--- src/rtl/riscv_imm_pkg.sv ---
// Shared immediate-format definitions for the extender, the encoder and the round-trip checker.
// Format codes, per-format instruction field masks and the request record.
package riscv_imm_pkg;

   localparam logic [2:0] IMM_I = 3'd0;
   localparam logic [2:0] IMM_S = 3'd1;
   localparam logic [2:0] IMM_B = 3'd2;
   localparam logic [2:0] IMM_J = 3'd3;
   localparam logic [2:0] IMM_U = 3'd4;
   localparam logic [2:0] IMM_C = 3'd6;

   // Instruction bits that each format overwrites with immediate bits.
   localparam logic [31:0] MASK_I = 32'hFFF0_0000;
   localparam logic [31:0] MASK_S = 32'hFE00_0F80;
   localparam logic [31:0] MASK_B = 32'hFE00_0F80;
   localparam logic [31:0] MASK_J = 32'hFFFF_F000;
   localparam logic [31:0] MASK_U = 32'hFFFF_F000;
   localparam logic [31:0] MASK_C = 32'hFFF0_7F80;

   typedef struct packed {
      logic [2:0]  fmt;
      logic [31:0] base;
      logic [31:0] imm;
   } imm_req_t;

   // True when v[31:lsb] are all equal, i.e. v fits a signed field whose sign bit is lsb.
   function automatic logic upper_uniform(input logic [31:0] v, input int unsigned lsb);
      logic signed [31:0] s;
      s = $signed(v) >>> lsb;
      return (s == '0) || (s == '1);
   endfunction

endpackage

--- src/rtl/imm_field_pack.sv ---
// Combinational immediate packer: scatters imm into the format's instruction fields
// and flags values the format cannot represent; unspecified codes pass base through with err.
module imm_field_pack
   import riscv_imm_pkg::*;
(
   input  logic [2:0]  fmt,
   input  logic [31:0] base,
   input  logic [31:0] imm,
   output logic [31:0] inst,
   output logic        err
);

   logic [31:0] field;
   logic [31:0] mask;

   always_comb begin
      field = '0;
      mask  = '0;
      err   = 1'b0;
      case (fmt)
         IMM_I: begin
            mask          = MASK_I;
            field[31:20]  = imm[11:0];
            err           = !upper_uniform(imm, 11);
         end
         IMM_S: begin
            mask          = MASK_S;
            field[31:25]  = imm[13:7];
            field[11:7]   = imm[6:2];
            err           = (imm[1:0] != 2'b00) || !upper_uniform(imm, 13);
         end
         IMM_B: begin
            mask          = MASK_B;
            field[31]     = imm[12];
            field[7]      = imm[11];
            field[30:25]  = imm[10:5];
            field[11:8]   = imm[4:1];
            err           = imm[0] || !upper_uniform(imm, 12);
         end
         IMM_J: begin
            mask          = MASK_J;
            field[31]     = imm[20];
            field[30:21]  = imm[10:1];
            field[20]     = imm[11];
            field[19:12]  = imm[19:12];
            err           = imm[0] || !upper_uniform(imm, 20);
         end
         IMM_U: begin
            mask          = MASK_U;
            field[31:12]  = imm[31:12];
            err           = (imm[11:0] != 12'h000);
         end
         IMM_C: begin
            mask          = MASK_C;
            field[31:20]  = imm[19:8];
            field[11:7]   = imm[7:3];
            field[14:12]  = imm[2:0];
            err           = !upper_uniform(imm, 19);
         end
         default: begin
            err = 1'b1;
         end
      endcase
      // Truncated bits are still written on a range error.
      inst = (base & ~mask) | field;
   end

endmodule

--- src/rtl/imm_encoder.sv ---
// Two-stage valid/ready immediate encoder: stage 1 holds the request, stage 2 the packed result.
// Optional saturating error counter enabled by defining IMM_ENC_ERR_CNT_EN.
module imm_encoder
   import riscv_imm_pkg::*;
#(
   parameter int CNT_W = 16
) (
   input  logic             clk,
   input  logic             rst,
   input  logic             in_valid,
   output logic             in_ready,
   input  logic [2:0]       in_fmt,
   input  logic [31:0]      in_base,
   input  logic [31:0]      in_imm,
   output logic             out_valid,
   input  logic             out_ready,
   output logic [31:0]      out_inst,
   output logic             out_err,
   output logic [2:0]       out_fmt
`ifdef IMM_ENC_ERR_CNT_EN
   ,
   output logic [CNT_W-1:0] err_count
`endif
);

   if (CNT_W < 1) begin : g_bad_cnt_w
      $error("CNT_W must be at least 1");
   end

   logic        s1_valid_reg;
   imm_req_t    s1_req_reg;
   logic        s2_valid_reg;
   logic [31:0] s2_inst_reg;
   logic        s2_err_reg;
   logic [2:0]  s2_fmt_reg;

   logic        advance;
   logic [31:0] pack_inst;
   logic        pack_err;

   // Stage 2 may load when empty or drained this cycle; stage 1 may also load whenever it is empty.
   assign advance  = !s2_valid_reg || out_ready;
   assign in_ready = !s1_valid_reg || advance;

   always_ff @(posedge clk or posedge rst) begin
      if (rst) begin
         s1_valid_reg <= 1'b0;
         s1_req_reg   <= '0;
      end else if (in_ready) begin
         s1_valid_reg <= in_valid;
         if (in_valid) begin
            s1_req_reg <= '{fmt: in_fmt, base: in_base, imm: in_imm};
         end
      end
   end

   imm_field_pack u_pack (
      .fmt  (s1_req_reg.fmt),
      .base (s1_req_reg.base),
      .imm  (s1_req_reg.imm),
      .inst (pack_inst),
      .err  (pack_err)
   );

   always_ff @(posedge clk or posedge rst) begin
      if (rst) begin
         s2_valid_reg <= 1'b0;
         s2_inst_reg  <= '0;
         s2_err_reg   <= 1'b0;
         s2_fmt_reg   <= '0;
      end else if (advance) begin
         s2_valid_reg <= s1_valid_reg;
         if (s1_valid_reg) begin
            s2_inst_reg <= pack_inst;
            s2_err_reg  <= pack_err;
            s2_fmt_reg  <= s1_req_reg.fmt;
         end
      end
   end

   assign out_valid = s2_valid_reg;
   assign out_inst  = s2_inst_reg;
   assign out_err   = s2_err_reg;
   assign out_fmt   = s2_fmt_reg;

`ifdef IMM_ENC_ERR_CNT_EN
   always_ff @(posedge clk or posedge rst) begin
      if (rst) begin
         err_count <= '0;
      end else if (out_valid && out_ready && out_err && !(&err_count)) begin
         err_count <= err_count + CNT_W'(1);
      end
   end
`endif

endmodule
--- config.mk ---
export PLATFORM = sky130hd
export DESIGN_NAME = imm_encoder
export DESIGN_NICKNAME = d
export VERILOG_FILES = /design/src/rtl/riscv_imm_pkg.sv /design/src/rtl/imm_field_pack.sv /design/src/rtl/imm_encoder.sv
export SDC_FILE = /design/constraint.sdc
export NUM_CORES = 1
export LEC_CHECK = 0
export ABC_AREA = 1
export ABC_CLOCK_PERIOD_IN_PS = 4000
export CAP_MARGIN = 20
export CELL_PAD_IN_SITES_DETAIL_PLACEMENT = 0
export CELL_PAD_IN_SITES_GLOBAL_PLACEMENT = 2
export CORE_AREA = 4 4 126 128
export DETAILED_ROUTE_END_ITERATION = 8
export DIE_AREA = 0 0 130 132
export DONT_BUFFER_PORTS = 1
export GPL_TIMING_DRIVEN = 0
export PLACE_DENSITY = 0.75
export SLEW_MARGIN = 5
export SYNTH_ARGS = -nofsm -noshare
export SYNTH_HDL_FRONTEND = slang
export SYNTH_HIERARCHICAL = 1
export SYNTH_SLANG_ARGS = --single-unit
--- constraint.sdc ---
create_clock -name clk -period 4 [get_ports clk]
set_input_delay 0.4 -clock clk [delete_from_list [all_inputs] [get_ports clk]]
set_output_delay 0.4 -clock clk [all_outputs]
set_load 0.05 [all_outputs]
==> summary.log <==
qor: clock_network.holdBufCountCts 1
qor: layout.layout.nets 770
qor: sta.relSlewSlack 32.0%
qor: yosys.synthAdderAreaFrac 0%
qor: die.floorplan.die_area 0.0172 mm²
qor: drt.via_count 4,507
qor: global_routing.grt_pass1_vias 4,383
qor: yosys.postSynthCellCount 686
qor: drt.drt-initial-drc-count 332
qor: clock_network.cts_tree yes
qor: yosys.muxShareOfSynthArea 0%
qor: clock_network.ctsResizeCount 0
qor: run.maxCapViolCount 0
qor: yosys.yosysTopAreaCellShare 50.2%
qor: pwr.power_frac_comb 19.9%
qor: yosys.synth_area_per_cell 7.63 µm²
qor: drt.routed_wire_length 16,500 µm
qor: sta.minimum_clock_period_after_layout 2.45 ns
qor: critical_path.reg2reg_from out_valid$_DFFE_PP0P_
qor: yosys.synth-compound-area-share 6.03%
qor: sta.post-route-worst-setup-slack 1.55 ns
qor: worst_hold_path.holdCritPathClass input port to flip-flop
qor: worst_hold_path.min_to s1_req_reg[3]$_DFFE_PP0P_
qor: yosys.main_combinational_cell_family_by_area_after_synthesis simple AND/OR/NAND/NOR gates
qor: global_routing.antenna_found_initial 0
qor: clock_network.cts-root-to-sink-buffers 2
qor: global_routing.grt_max_degree 65
qor: yosys.synth.cells.most_frequent nand2_1, nand3_1, dfrtp_1, nor2_1, inv_1
qor: critical_path.timing.rr.end s1_valid_reg$_DFFE_PP0P_
qor: die.io_pins 109
qor: layout.final_cell_area 0.00580 mm²
qor: yosys.syn-cell-area 0.00523 mm²
qor: critical_path.ff_to_ff_setup_slack 1.88 ns
qor: sta.finalSetupViolations 0
qor: drt.via_per_inst 5.05
qor: place.post-place-ws 1.85 ns
qor: place.placedInstanceArea 0.00550 mm²
qor: die.placement_rows 45
qor: drt.firstDrtPassIters 7
qor: global_routing.grt.total_usage 19.5%
qor: layout.largest_register_ff_count 67
qor: place.place.gp.congestion 0.890
qor: yosys.yosys_warnings 6
qor: yosys.synth_edf_count 0
qor: global_routing.grt_first_pass_wirelength 25,400 µm
qor: drt.final_antenna_net_count 0
qor: pwr.clockPowerShare 24.6%
qor: sta.timing_worst_slew_pin_value 1.02 ns
qor: critical_path.timing_worst_setup_path_type flip-flop to output port
qor: yosys.netlist-cell-type-count 30
qor: pwr.power.share.switching 43.4%
qor: worst_hold_path.hold_start in_imm[3]
qor: layout.syn2layout_area_growth 10.8%
qor: die.die_w 130 µm
qor: clock_network.clk_root_buffer_cell clkbuf_16
qor: sta.part_of_the_cycle_the_worst_path_needs 61.2%
qor: pwr.net_switching_component_of_the_power 1560 µW
qor: sta.fin_skew 0.00809 ns
qor: drt.detail_route.drc_violations 0
qor: critical_path.timing.critical_path.cells nand3_2 -> clkbuf_1
qor: pwr.internal_power 2030 µW
qor: clock_network.cts-htree-levels 3
qor: yosys.dominantRegCellSynth dfrtp_1
qor: yosys.seq_total_area_yosys 50.2%
qor: sta.unrepaired_setup_endpoints_after_global_routing no
qor: sta.final_max_slew_viol_count 0
qor: global_routing.grt-ovfl-total 0
qor: critical_path.maximum_fanout_along_the_worst_path 10
qor: drt.wl_per_cell 18.5 µm
qor: layout.drive_gt1_share 9.38%
qor: pwr.power.sequential.fraction 55.5%
qor: clock_network.cts.reportedPaths.clkPinSlew 0.07 ns
qor: clock_network.worst_skew_pair.late_latency 0.35 ns
qor: yosys.synth_async_sr_flop_share 100%
qor: critical_path.critical_path_required 3.60 ns
qor: sta.fin_hold_ws 0.194 ns
qor: die.core_region_area 0.0149 mm²
qor: critical_path.worst_ep_arrival_time 2.05 ns
qor: yosys.synth-simple-area-share 36.3%
qor: status.status finished, final reports clean
qor: pwr.static_leakage 0.00299 µW
qor: yosys.synthesis.nets 757
qor: yosys.top_post_synthesis_cells_by_area dfrtp_1, nand2_1, nand3_1
qor: yosys.synth_area_leader_cell dfrtp_1
qor: critical_path.slowest_stage clkbuf_1
qor: yosys.post_synth_xor_area_fraction 0%
qor: layout.antennaDiodeCount 0
qor: sta.max_freq 0.409 GHz
qor: die.die_height 132 µm
qor: pwr.vdd_ir_drop_max 0.000245 V
qor: clock_network.clock_sinks 105
qor: worst_hold_path.hold_path_depth 2
qor: critical_path.crit_path_end_kind output port
qor: pwr.power_density 620 mW/mm²
qor: place.port_buffers 0
qor: sta.setup_tns_final 0 ns
qor: critical_path.critical-path-max-stage-delay 0.79 ns
qor: yosys.yosysMostFrequentCell nand2_1
qor: sta.timing_hold_violations_final 0
qor: place.dp_hpwl 13,100 µm
qor: die.start_util 35.2%
qor: critical_path.rr_worst_depth 3
qor: critical_path.worst_setup_path_start_kind flip-flop
qor: layout.final_core_utilization 39.0%
qor: yosys.ys_ff_latch 105
qor: clock_network.post_cts_buffers 0
qor: clock_network.tritoncts.num_buffers 9
==> worst max-delay path, delay by kind of cell (launching register included) <==
family	cells	cell delay (ns)
buffers and inverters	1	0.79
flip-flops	1	0.59
AND/OR/NAND/NOR	1	0.31
==> layout make-up <==
class | count | area [µm²]
tap | 188 | 235
buffer | 45 | 259
sequential | 105 | 2630
timing repair buffer | 2 | 37.5
inverter | 35 | 136
multi-input combinational | 501 | 2210
clock buffer | 13 | 250
clock inverter | 3 | 40.0
fill | 1585 | 9070
==> power groups by stage <==
stage	Sequential, µW	Combinational, µW	Clock, µW
2_1_floorplan	1920	541	0
3_3_place_gp	2010	711	0
3_5_place_dp	2020	722	0
4_1_cts	2000	725	908
5_1_grt	2030	825	942
6_report	2000	717	883
==> cells in the final DEF, fill, tap and decap left out, drive strengths merged <==
cell,instances
a21oi,7
nor3,2
a22oi,7
o21ai,9
buf,40
a211oi,1
o22ai,6
o211ai,10
dlygate4sd3,1
nor2,41
o211a,1
nand4,2
nand3,113
inv,35
nand2,296
dfrtp,105
bufinv,1
o221ai,1
clkbuf,19
clkinv,2
o2111ai,5
==> routing by layer <==
layer | GRT usage, % | routed length [µm] | share of wire [%] | up-vias
met5 | 0 | 0 | 0 | -
li1 | - | - | - | 2235
met1 | 29.4 | 8050 | 49 | 2114
met2 | 27.8 | 7100 | 43 | 141
met4 | 6.18 | 306 | 1.9 | 0
met3 | 4.01 | 1020 | 6.2 | 17
==> kinds of logic after synthesis <==
logic type             count (synthesis)
AOI/OAI and AO/OA                     47
buffers and inverters                 80
DFF                                  105
and+or+nand+nor                      454
==> metrics by stage <==
step / power (µW) / cells
global placement: 2730 / 874
global route: 3790 / 892
detailed placement: 2740 / 875
CTS: 3630 / 892
floorplan: 2460 / 686
finish: 3600 / 892
==> worst max-delay path by stage <==
stage	start	endpoint	slack (ns)	cells after the start
2_1_floorplan	rst	out_err$_DFFE_PP0P_	0.84	1
3_3_place_gp	rst	s1_req_reg[1]$_DFFE_PP0P_	-0.31	1
3_5_place_dp	out_valid$_DFFE_PP0P_	s1_valid_reg$_DFFE_PP0P_	1.85	3
4_1_cts	out_valid$_DFFE_PP0P_	in_ready	1.51	2
5_1_grt	out_valid$_DFFE_PP0P_	in_ready	1.47	2
6_report	out_valid$_DFFE_PP0P_	in_ready	1.55	2
No activity file was read; power rests on OpenSTA's default activity.
